## src/rtl/traffic_pkg.sv

```systemverilog
// Shared constants for the two-road phase scheduler:
// state encodings, lamp vectors and default durations.
package traffic_pkg;

   localparam logic [2:0] ST_ALLRED_BA = 3'd0;
   localparam logic [2:0] ST_GREEN_A   = 3'd1;
   localparam logic [2:0] ST_YELLOW_A  = 3'd2;
   localparam logic [2:0] ST_ALLRED_AB = 3'd3;
   localparam logic [2:0] ST_GREEN_B   = 3'd4;
   localparam logic [2:0] ST_YELLOW_B  = 3'd5;

   localparam int GREEN_CYC_D  = 40;
   localparam int MIN_GREEN_D  = 10;
   localparam int YELLOW_CYC_D = 10;
   localparam int ALLRED_CYC_D = 2;
   localparam int WALK_CYC_D   = 8;
   localparam int CW_D         = 6;

   typedef struct packed {
      logic g_a;
      logic y_a;
      logic r_a;
      logic g_b;
      logic y_b;
      logic r_b;
   } lamps_t;

   localparam lamps_t LAMP_GREEN_A  = lamps_t'(6'b100_001);
   localparam lamps_t LAMP_YELLOW_A = lamps_t'(6'b010_001);
   localparam lamps_t LAMP_ALLRED   = lamps_t'(6'b001_001);
   localparam lamps_t LAMP_GREEN_B  = lamps_t'(6'b001_100);
   localparam lamps_t LAMP_YELLOW_B = lamps_t'(6'b001_010);

endpackage

```

## src/rtl/traffic_phase_scheduler_timer.sv

```systemverilog
// Loadable down-counter used as the per-phase timer.
// Load beats hold; hold beats decrement.
module phase_timer #(
   parameter int CW      = 6,
   parameter int RST_VAL = 1
) (
   input  logic          clk,
   input  logic          reset,
   input  logic          i_load,
   input  logic [CW-1:0] i_val,
   input  logic          i_hold,
   output logic [CW-1:0] o_count,
   output logic          o_zero
);

   logic [CW-1:0] r_count;

   always_ff @(posedge clk) begin
      if (reset)
         r_count <= CW'(RST_VAL);
      else if (i_load)
         r_count <= i_val;
      else if (!i_hold)
         r_count <= r_count - CW'(1);
   end

   assign o_count = r_count;
   assign o_zero  = (r_count == '0);

endmodule

```

## src/rtl/traffic_phase_scheduler.sv

```systemverilog
// Two-road phase scheduler with gap-out, latched pedestrian
// walks and emergency preemption; lamps decode the state register.
module traffic_phase_scheduler
   import traffic_pkg::*;
#(
   parameter int GREEN_CYC  = GREEN_CYC_D,
   parameter int MIN_GREEN  = MIN_GREEN_D,
   parameter int YELLOW_CYC = YELLOW_CYC_D,
   parameter int ALLRED_CYC = ALLRED_CYC_D,
   parameter int WALK_CYC   = WALK_CYC_D,
   parameter int CW         = CW_D
) (
   input  logic       clk,
   input  logic       reset,
   input  logic       car_a,
   input  logic       car_b,
   input  logic       ped_a,
   input  logic       ped_b,
   input  logic       emerg_req,
   input  logic       emerg_dir,
   output logic       green_a,
   output logic       yellow_a,
   output logic       red_a,
   output logic       green_b,
   output logic       yellow_b,
   output logic       red_b,
   output logic       walk_a,
   output logic       walk_b,
   output logic [2:0] phase
);

   localparam logic [CW-1:0] T_GREEN  = CW'(GREEN_CYC - 1);
   localparam logic [CW-1:0] T_YELLOW = CW'(YELLOW_CYC - 1);
   localparam logic [CW-1:0] T_ALLRED = CW'(ALLRED_CYC - 1);
   localparam logic [CW-1:0] T_GAP    = CW'(GREEN_CYC - MIN_GREEN);
   localparam logic [CW-1:0] T_WALK   = CW'(GREEN_CYC - WALK_CYC);

   logic [2:0]    r_state;
   logic [2:0]    w_next;
   logic [CW-1:0] w_timer;
   logic [CW-1:0] w_tmr_val;
   logic          w_tmr_zero;
   logic          w_tmr_load;
   logic          w_tmr_hold;
   logic          r_lat_a;
   logic          r_lat_b;
   logic          r_walk_a;
   logic          r_walk_b;
   lamps_t        w_lamps;

   logic w_emg_a;
   logic w_emg_b;
   logic w_gap_a;
   logic w_gap_b;
   logic w_chg;
   logic w_hold_grn;
   logic w_serve_a;
   logic w_serve_b;
   logic [2:0] w_emg_grn;

   assign w_emg_a   = emerg_req & ~emerg_dir;
   assign w_emg_b   = emerg_req &  emerg_dir;
   assign w_emg_grn = emerg_dir ? ST_GREEN_B : ST_GREEN_A;

   // elapsed >= MIN_GREEN-1 is the same as timer <= GREEN_CYC-MIN_GREEN
   assign w_gap_a = (w_timer <= T_GAP) & ~car_a & car_b
                  & ~r_walk_a & ~emerg_req;
   assign w_gap_b = (w_timer <= T_GAP) & ~car_b & car_a
                  & ~r_walk_b & ~emerg_req;

   always_ff @(posedge clk) begin
      if (reset)
         r_state <= ST_ALLRED_BA;
      else
         r_state <= w_next;
   end

   always_comb begin
      w_next = r_state;
      unique case (r_state)
         ST_ALLRED_BA:
            if (w_tmr_zero)
               w_next = emerg_req ? w_emg_grn : ST_GREEN_A;
         ST_GREEN_A:
            if (w_emg_b || (!emerg_req && (w_tmr_zero || w_gap_a)))
               w_next = ST_YELLOW_A;
         ST_YELLOW_A:
            if (w_tmr_zero)
               w_next = ST_ALLRED_AB;
         ST_ALLRED_AB:
            if (w_tmr_zero)
               w_next = emerg_req ? w_emg_grn : ST_GREEN_B;
         ST_GREEN_B:
            if (w_emg_a || (!emerg_req && (w_tmr_zero || w_gap_b)))
               w_next = ST_YELLOW_B;
         ST_YELLOW_B:
            if (w_tmr_zero)
               w_next = ST_ALLRED_BA;
         default:
            w_next = ST_ALLRED_BA;
      endcase
   end

   always_comb begin
      w_lamps = LAMP_ALLRED;
      unique case (r_state)
         ST_GREEN_A:  w_lamps = LAMP_GREEN_A;
         ST_YELLOW_A: w_lamps = LAMP_YELLOW_A;
         ST_GREEN_B:  w_lamps = LAMP_GREEN_B;
         ST_YELLOW_B: w_lamps = LAMP_YELLOW_B;
         default:     w_lamps = LAMP_ALLRED;
      endcase
   end

   assign green_a  = w_lamps.g_a;
   assign yellow_a = w_lamps.y_a;
   assign red_a    = w_lamps.r_a;
   assign green_b  = w_lamps.g_b;
   assign yellow_b = w_lamps.y_b;
   assign red_b    = w_lamps.r_b;
   assign walk_a   = r_walk_a;
   assign walk_b   = r_walk_b;
   assign phase    = r_state;

   assign w_chg = (w_next != r_state);

   // preempted green keeps reloading so release starts a full green
   assign w_hold_grn = (r_state == ST_GREEN_A && w_emg_a)
                     | (r_state == ST_GREEN_B && w_emg_b);

   assign w_tmr_load = w_chg | (w_hold_grn & (w_timer != T_GREEN));
   assign w_tmr_hold = w_hold_grn;

   always_comb begin
      w_tmr_val = T_ALLRED;
      unique case (w_next)
         ST_GREEN_A, ST_GREEN_B:   w_tmr_val = T_GREEN;
         ST_YELLOW_A, ST_YELLOW_B: w_tmr_val = T_YELLOW;
         default:                  w_tmr_val = T_ALLRED;
      endcase
   end

   phase_timer #(
      .CW      (CW),
      .RST_VAL (ALLRED_CYC - 1)
   ) u_timer (
      .clk     (clk),
      .reset   (reset),
      .i_load  (w_tmr_load),
      .i_val   (w_tmr_val),
      .i_hold  (w_tmr_hold),
      .o_count (w_timer),
      .o_zero  (w_tmr_zero)
   );

   // a walk is granted only on green entry, never mid-green
   assign w_serve_a = w_chg & (w_next == ST_GREEN_A)
                    & (r_lat_a | ped_a) & ~emerg_req;
   assign w_serve_b = w_chg & (w_next == ST_GREEN_B)
                    & (r_lat_b | ped_b) & ~emerg_req;

   always_ff @(posedge clk) begin
      if (reset) begin
         r_lat_a <= 1'b0;
         r_lat_b <= 1'b0;
      end else begin
         if (w_serve_a)
            r_lat_a <= 1'b0;
         else if (ped_a)
            r_lat_a <= 1'b1;
         if (w_serve_b)
            r_lat_b <= 1'b0;
         else if (ped_b)
            r_lat_b <= 1'b1;
      end
   end

   always_ff @(posedge clk) begin
      if (reset) begin
         r_walk_a <= 1'b0;
         r_walk_b <= 1'b0;
      end else begin
         if (emerg_req)
            r_walk_a <= 1'b0;
         else if (w_serve_a)
            r_walk_a <= 1'b1;
         else if (w_chg || w_timer == T_WALK)
            r_walk_a <= 1'b0;
         if (emerg_req)
            r_walk_b <= 1'b0;
         else if (w_serve_b)
            r_walk_b <= 1'b1;
         else if (w_chg || w_timer == T_WALK)
            r_walk_b <= 1'b0;
      end
   end

endmodule

```

## config.mk

```make
export PLATFORM = sky130hd
export DESIGN_NAME = traffic_phase_scheduler
export DESIGN_NICKNAME = d
export VERILOG_FILES = /design/src/rtl/traffic_pkg.sv /design/src/rtl/traffic_phase_scheduler_timer.sv /design/src/rtl/traffic_phase_scheduler.sv
export SDC_FILE = /design/constraint.sdc
export NUM_CORES = 1
export LEC_CHECK = 0
export CAP_MARGIN = 20
export CORE_ASPECT_RATIO = 1.4
export CORE_UTILIZATION = 40
export CTS_CLUSTER_DIAMETER = 200
export CTS_CLUSTER_SIZE = 12
export DETAILED_ROUTE_END_ITERATION = 10
export GPL_TIMING_DRIVEN = 0
export PLACE_DENSITY = 0.61
export SLEW_MARGIN = 20
export SYNTH_ARGS = -nofsm -noshare
export SYNTH_HDL_FRONTEND = slang
export SYNTH_HIERARCHICAL = 1
export SYNTH_SLANG_ARGS = --single-unit
```

## constraint.sdc

```tcl
create_clock -name clk -period 6.4 [get_ports clk]
set_input_delay 0.96 -clock clk [delete_from_list [all_inputs] [get_ports clk]]
set_output_delay 0.96 -clock clk [all_outputs]
set_load 0.005 [all_outputs]
```

=== Yosys cells after proc, flatten, opt, wreduce, memory -nomap -nowiden ===
Cells that the tools add are included.

* Add/subtract/negate cells: 1
* Order comparisons: 1
* Eq/ne operators: 13
* Multiplexer cells: 17
* Bitwise logic cells: 27
* Reductions and logical operators: 19

{| class="wikitable"
|+ Operator list
! cell !! count
|-
| $mux W3 || 9
|-
| $pmux W6 S4 || 1
|-
| $pmux W3 S6 || 1
|-
| $and A1 B1 Y1 || 17
|-
| $eq A3 B3 Y1 const B || 4
|-
| $mux W6 || 2
|-
| $pmux W6 S2 || 1
|-
| $reduce_or A2 Y1 || 5
|-
| $eq A3 B2 Y1 const B || 3
|-
| $eq A3 B1 Y1 const B || 2
|-
| $eq A6 B6 Y1 const B || 1
|-
| $le A6 B5 Y1 const B || 1
|-
| $logic_not A6 Y1 || 1
|-
| $ne A6 B6 Y1 const B || 1
|-
| $not A1 Y1 || 6
|-
| $sub A6 B1 Y6 const B || 1
|-
| $logic_or A1 B1 Y1 || 5
|-
| $logic_and A1 B1 Y1 || 4
|-
| $or A1 B1 Y1 || 4
|-
| $reduce_bool A2 Y1 || 2
|-
| $logic_not A3 Y1 || 1
|-
| $mux W1 || 3
|-
| $ne A3 B3 Y1 || 1
|-
| $ne A2 B1 Y1 const B || 1
|-
| $logic_not A1 Y1 || 1
|}

* Flip-flop bits (word level): 13
* Input bits: 8
* Output and inout bits: 11
* Word-level logic and storage cells: 84

=== Depth between registers and ports, before layout ===
* Word-level depth: 15
* Mapped depth: 12
* Gate-level depth less buffers: 11

=== Modules after synthesis ===
The synthesis kept the hierarchy.

{| class="wikitable"
|+ By module, submodules not included
! module !! times used !! cells an instance !! area an instance (µm²) !! seq. area each (µm²)
|-
| traffic_phase_scheduler || 1 || 93 || 708.2 || 140.1
|-
| phase_timer || 1 || 37 || 326.6 || 120.1
|}

=== Worst setup path after synthesis ===
No wires, ideal clock.

* Kind: input -> register
* Start point: input emerg_req
* End point: register u_timer.r_count[5] (netlist: u_timer/o_count[5])
* Library setup time: 0.091 ns
* Arrival: 2.544 ns
* Data required time: 6.309 ns
* Slack: 3.765 ns
* Cell stages on the path: 8
* Buffers on the path: 1
* Cell sequence: buf_6 -> nor2b_1 -> nor4b_2 -> a21oi_2 -> nor4b_1 -> o21bai_1 -> nor2_1 -> a311oi_1

* Longest elaborated chain between the ends: 11
* Elaborated cells between the ends (all ways): 34
* Classes of those cells: eq/ne (6); mux (9); bitwise (8); reduce/logical (11)

{| class="wikitable"
|+ RTL lines
! item !! line !! text
|-
| start: declaration || traffic_phase_scheduler.sv:19 || <nowiki>input logic emerg_req,</nowiki>
|-
| $not A1 Y1 || traffic_phase_scheduler.sv:67, traffic_phase_scheduler.sv:69 ||
|-
| $and A1 B1 Y1 (on tied branches) || traffic_phase_scheduler.sv:69, traffic_phase_scheduler.sv:67 ||
|-
| $logic_or A1 B1 Y1 (on tied branches) || traffic_phase_scheduler.sv:94, traffic_phase_scheduler.sv:85 ||
|-
| $logic_and A1 B1 Y1 (on tied branches) || traffic_phase_scheduler.sv:94, traffic_phase_scheduler.sv:85 ||
|-
| $logic_or A1 B1 Y1 (on tied branches) || traffic_phase_scheduler.sv:94, traffic_phase_scheduler.sv:85 ||
|-
| $mux W3 (on tied branches) || traffic_phase_scheduler.sv:94, traffic_phase_scheduler.sv:85 ||
|-
| $pmux W3 S6 || traffic_phase_scheduler.sv:80 || <nowiki>unique case (r_state)</nowiki>
|-
| $eq A3 B2 Y1, or another cell as far along || traffic_phase_scheduler.sv:136 || <nowiki>unique case (w_next)</nowiki>
|-
| $reduce_or A2 Y1 || traffic_phase_scheduler.sv:136 ||
|-
| $pmux W6 S2 || traffic_phase_scheduler.sv:136 ||
|-
| $mux W6 || traffic_phase_scheduler_timer.sv:21 || <nowiki>else if (i_load)</nowiki>
|-
| end signal: assignment || traffic_phase_scheduler_timer.sv:20 || <nowiki>r_count <= CW'(RST_VAL);</nowiki>
|-
| end signal: assignment || traffic_phase_scheduler_timer.sv:22 || <nowiki>r_count <= i_val;</nowiki>
|-
| end signal: assignment || traffic_phase_scheduler_timer.sv:24 || <nowiki>r_count <= r_count - CW'(1);</nowiki>
|-
| end: declaration || traffic_phase_scheduler_timer.sv:16 || <nowiki>logic [CW-1:0] r_count;</nowiki>
|}

Parallel ways exist; a longest one is shown, timed or not.
A chain may end at the register's enable or synchronous reset.

=== Worst setup path after layout ===
* Start point: input emerg_dir
* End point: register u_timer.r_count[5] (netlist: u_timer/o_count[5])

* Longest elaborated chain between the ends: 9
* Elaborated cells between the ends (all ways): 28
* Classes of those cells: eq/ne (6); mux (10); bitwise (6); reduce/logical (6)

{| class="wikitable"
|+ RTL lines
! item !! line !! text
|-
| start: declaration || traffic_phase_scheduler.sv:20 || <nowiki>input logic emerg_dir,</nowiki>
|-
| $not A1 Y1 || traffic_phase_scheduler.sv:61 || <nowiki>assign w_emg_a = emerg_req & ~emerg_dir;</nowiki>
|-
| $and A1 B1 Y1 || traffic_phase_scheduler.sv:61 ||
|-
| $logic_or A1 B1 Y1 || traffic_phase_scheduler.sv:94 || <nowiki>if (w_emg_a || (!emerg_req && (w_tmr_zero || w_gap_b)))</nowiki>
|-
| $mux W3 || traffic_phase_scheduler.sv:94 ||
|-
| $pmux W3 S6 || traffic_phase_scheduler.sv:80 ||
|-
| $eq A3 B2 Y1, or another cell as far along || traffic_phase_scheduler.sv:136 ||
|-
| $reduce_or A2 Y1 || traffic_phase_scheduler.sv:136 ||
|-
| $pmux W6 S2 || traffic_phase_scheduler.sv:136 ||
|-
| $mux W6 || traffic_phase_scheduler_timer.sv:21 ||
|}

Parallel ways exist; a longest one is shown, timed or not.

==> impl_metrics.csv <==
group,metric,value,unit
setup_path,worstPathMaxFanout,7,
sta,fin_tns_setup,0,ns
grt,grt_start_max_net_pins,13,
setup_path,worst_r2r_endpoint,"u_timer/o_count[5]",
placed_design,detailed_place_hpwl,1980,um
route,post_drt_via_cell_ratio,5.58,
grt,antenna_found_initial,0,
synth,syn-mean-instance-area,7.96,sq um
pwr,p_leak,0.457,nW
synth,yosysTopAreaCell,"sky130_fd_sc_hd__dfxtp_1",
min_path,worstHoldPathType,"reg2reg",
synth,top_post_synthesis_cells_by_count,"19 x sky130_fd_sc_hd__nor2_1, 13 x sky130_fd_sc_hd__dfxtp_1, 8 x sky130_fd_sc_hd__o21ai_0",
synth,synth_enable_flop_cells,0,
setup_path,cpPeakStageDelay,0.58,ns
clock_network,post_cts_resize_count,0,
grt,grt_overflow_total,0,
placed_design,dp.cells,181,
route,wl_cell,13.5,um
finish,finish.net_count,162,
setup_path,end_kind,"flip-flop",
pwr,power_per_cell_area,378,nW/um^2
clock_network,clock_path_buffers,2,
clock_network,cts_tree,"yes",
pwr,power.internal,0.000260,W
finish,post-route-cell-area,1270,sq um
die,placement_rows,21,
sta,grt_setup_unrepaired,"false",
placed_design,gp_routability_congestion,0.811,
die,area_of_the_die,2800,sq um
sta,clock-skew-final,0.000322,ns
setup_path,crit_chain,"clkdlybuf4s50_1 > nor2b_1 > nor4b_2 > a21oi_2 > nor4b_1 > o21bai_1 > nor2_1 > a311oi_1",
sta,worst_slew_margin_rel,42.6,%
clock_network,number_of_buffers_added_by_the_clock_tree_synthesis_step,3,
finish,antennaDiodeCount,0,
sta,setup_ws,3.25,ns
clock_network,cts_hold_repair.buffers,0,
synth,synth_flop_cell,"sky130_fd_sc_hd__dfxtp_1",
min_path,worst_hold_path_ep,"r_lat_b",
setup_path,rrSetupSlack,3.39,ns
setup_path,crit_buf_inv,1,
sta,transition_time_at_the_pin_with_the_least_slew_margin,0.859,ns
setup_path,critical-path-slowest-cell,"sky130_fd_sc_hd__clkdlybuf4s50_1",
sta,slew_violations,0,
pwr,share_seq_of_total_power,26.9,%
run_status,outcome,"finished, final reports clean",
synth,synth_nets,140,
synth,synth_cells,130,
synth,synth_cell_types,50,
setup_path,cp_top_family,"simple AND/OR/NAND/NOR gates",
placed_design,dpl_worst_slack,2.99,ns
clock_network,insertion_delay,0.28,ns
flow_run,maxCapViolCount,0,
sta,setup-violations-final,0,
die,die_width,45.0,um
clock_network,numClockSinks,13,
finish,layout-area-overhead-vs-synth,23.1,%
synth,ys.warnings.count,6,
route,via_count,1033,
synth,seq_area_frac_synth,25.2,%
placed_design,post_dp_cell_area,1250,sq um
clock_network,cts_setup_buffers,0,
placed_design,io_buf_count,17,
sta,fmax,0.318,GHz
clock_network,path_clk_slew,0.08,ns
finish,drive_above_1_share,11.9,%
clock_network,cts-htree-levels,1,
clock_network,clock-root-buffer,"sky130_fd_sc_hd__clkbuf_4",
grt,grt_first_pass_wirelength,4350,um
pwr,power.switching_fraction,46.0,%
sta,period_needed,3.15,ns
route,drtPass1Iterations,4,
pwr,p_switching,0.000221,W
pwr,peakVddDrop,0.231,mV
sta,final.period_utilization,49.2,%
die,chipHeight,62.2,um
setup_path,timing.critical_path.from_type,"primary input",
synth,largest_cells_by_area_after_synthesis,"sky130_fd_sc_hd__dfxtp_1 25%, sky130_fd_sc_hd__nor2_1 6.9%, sky130_fd_sc_hd__a211oi_1 4.4%",
setup_path,rr_worst_depth,10,
route,route.final.wire_length,2500,um
setup_path,critical_path.reg2reg.startpoint,"u_timer/o_count[3]",
sta,timing_hold_violations_final,0,
synth,post-synth-top-area-fraction,25.2,%
pwr,pwr-share-comb,62.4,%
route,ant_nets,0,
synth,post_synth_instance_area,1030,sq um
sta,whs,0.502,ns
route,drc_violations,0,
grt,grt_pass1_vias,984,
die,core_area,2420,sq um
die,pin_count,19,
die,initial_core_util,42.8,%
pwr,clockPowerShare,10.7,%
setup_path,criticalPathCategory,"in2reg",
finish,final_cells,185,
synth,synth-async-reset-ratio,0,%
grt,grt.total_usage,20.3,%
route,detailedRoute.firstIterationViolations,15,
synth,ys_seq_elements,13,
setup_path,worst_ep_arrival_time,3.33,ns
min_path,startpoint_of_the_worst_hold_path,"r_lat_b",
synth,post-synth-top-count-cell,"sky130_fd_sc_hd__nor2_1",
min_path,whs_path_depth,2,
setup_path,cp_data_required_time,6.58,ns
[area by class of cell]
| type | count | area, sq um |
|---|---|---|
| repair buffers | 17 | 170 |
| fillers | 260 | 1140 |
| multi-input cells | 106 | 714 |
| plain buffers | 5 | 37.5 |
| clock buffers | 4 | 26.3 |
| inverters | 6 | 22.5 |
| flip-flops and latches | 13 | 260 |
| well taps | 34 | 42.5 |
[worst reg2reg max path, cell delays in order, from the launching register on]
cell,delay [ns]
sky130_fd_sc_hd__dfxtp_1,0.40
sky130_fd_sc_hd__or2_2,0.34
sky130_fd_sc_hd__nor4b_1,0.27
sky130_fd_sc_hd__buf_2,0.26
sky130_fd_sc_hd__inv_1,0.09
sky130_fd_sc_hd__o21ai_0,0.25
sky130_fd_sc_hd__a2111oi_0,0.19
sky130_fd_sc_hd__nor4b_1,0.52
sky130_fd_sc_hd__o21bai_1,0.28
sky130_fd_sc_hd__nor2_1,0.08
sky130_fd_sc_hd__a311oi_1,0.25
[worst max-delay path by stage]
stage              start                 end  cells after the start
2_1_floorplan  emerg_req  u_timer/o_count[5]                      8
3_3_place_gp   emerg_dir  u_timer/o_count[5]                      8
3_5_place_dp   emerg_dir  u_timer/o_count[5]                      8
4_1_cts        emerg_dir  u_timer/o_count[5]                      8
5_1_grt        emerg_dir  u_timer/o_count[5]                      8
6_report       emerg_dir  u_timer/o_count[5]                      8
[per-stage QoR]
step                util, %  total power (W)
floorplan                 -         0.000342
global placement       51.6         0.000425
detailed placement     51.6         0.000431
CTS                    52.7         0.000484
global route           52.7         0.000527
finish                 52.7         0.000481
[power by group through the flow]
stage / combinational (W) / sequential (W) / clock (W)
floorplan: 0.000216 / 0.000126 / 0
global placement: 0.000295 / 0.000130 / 0
detailed placement: 0.000300 / 0.000131 / 0
CTS: 0.000302 / 0.000129 / 0.0000531
global route: 0.000334 / 0.000134 / 0.0000593
finish: 0.000300 / 0.000129 / 0.0000515
[routing by layer]
metal  wire [um]  vias to the layer above  track usage [%]  part of all wire [%]
met3          53                        7             2.03                   2.1
met2        1270                       24             33.3                    51
met5           0                        -                0                     0
li1            -                      522                -                     -
met1        1110                      480             25.5                    44
met4          68                        0             9.47                   2.7
[state kept, by name, summed over array words and instances, names as in the netlist]
register         cells
walk_b               1
u_timer/o_count      6
walk_a               1
r_lat_a              1
phase                3
r_lat_b              1
[cells in the final DEF, fill, tap and decap left out, drive strengths merged, types with 2 or more instances in the layout]
master         Yosys  final
inv                5      5
o21bai             2      2
o21ai              9      9
clkbuf             0      4
buf                5      5
xnor2              2      2
nand2              4      4
conb               2      2
nor2              19     19
nor3               3      3
clkdlybuf4s50      0     17
a2111oi            2      2
xor2               2      2
or4                2      2
nor2b              4      4
and3               3      3
nand3              5      5
dfxtp             13     13
a21o               2      2
nor4b              4      4
a31oi              2      2
a21oi              4      4
ha                 2      2
o31ai              3      3
a211oi             6      6
nand2b             2      2
nor3b              4      4
a41oi              2      2
and2               2      2
[kinds of logic (layout without fill, tap and decap cells)]
group	count (synthesis)	in the layout	synth area share, %
compound gates	39	39	29.1
simple gates	58	58	32.4
mux	1	1	0.967
buf+inv	11	32	5.80
flops	13	13	25.2
other cells	2	2	0.726
xor+xnor	4	4	3.39
fa+ha+maj	2	2	2.42
(Power assumes the default switching activity.)
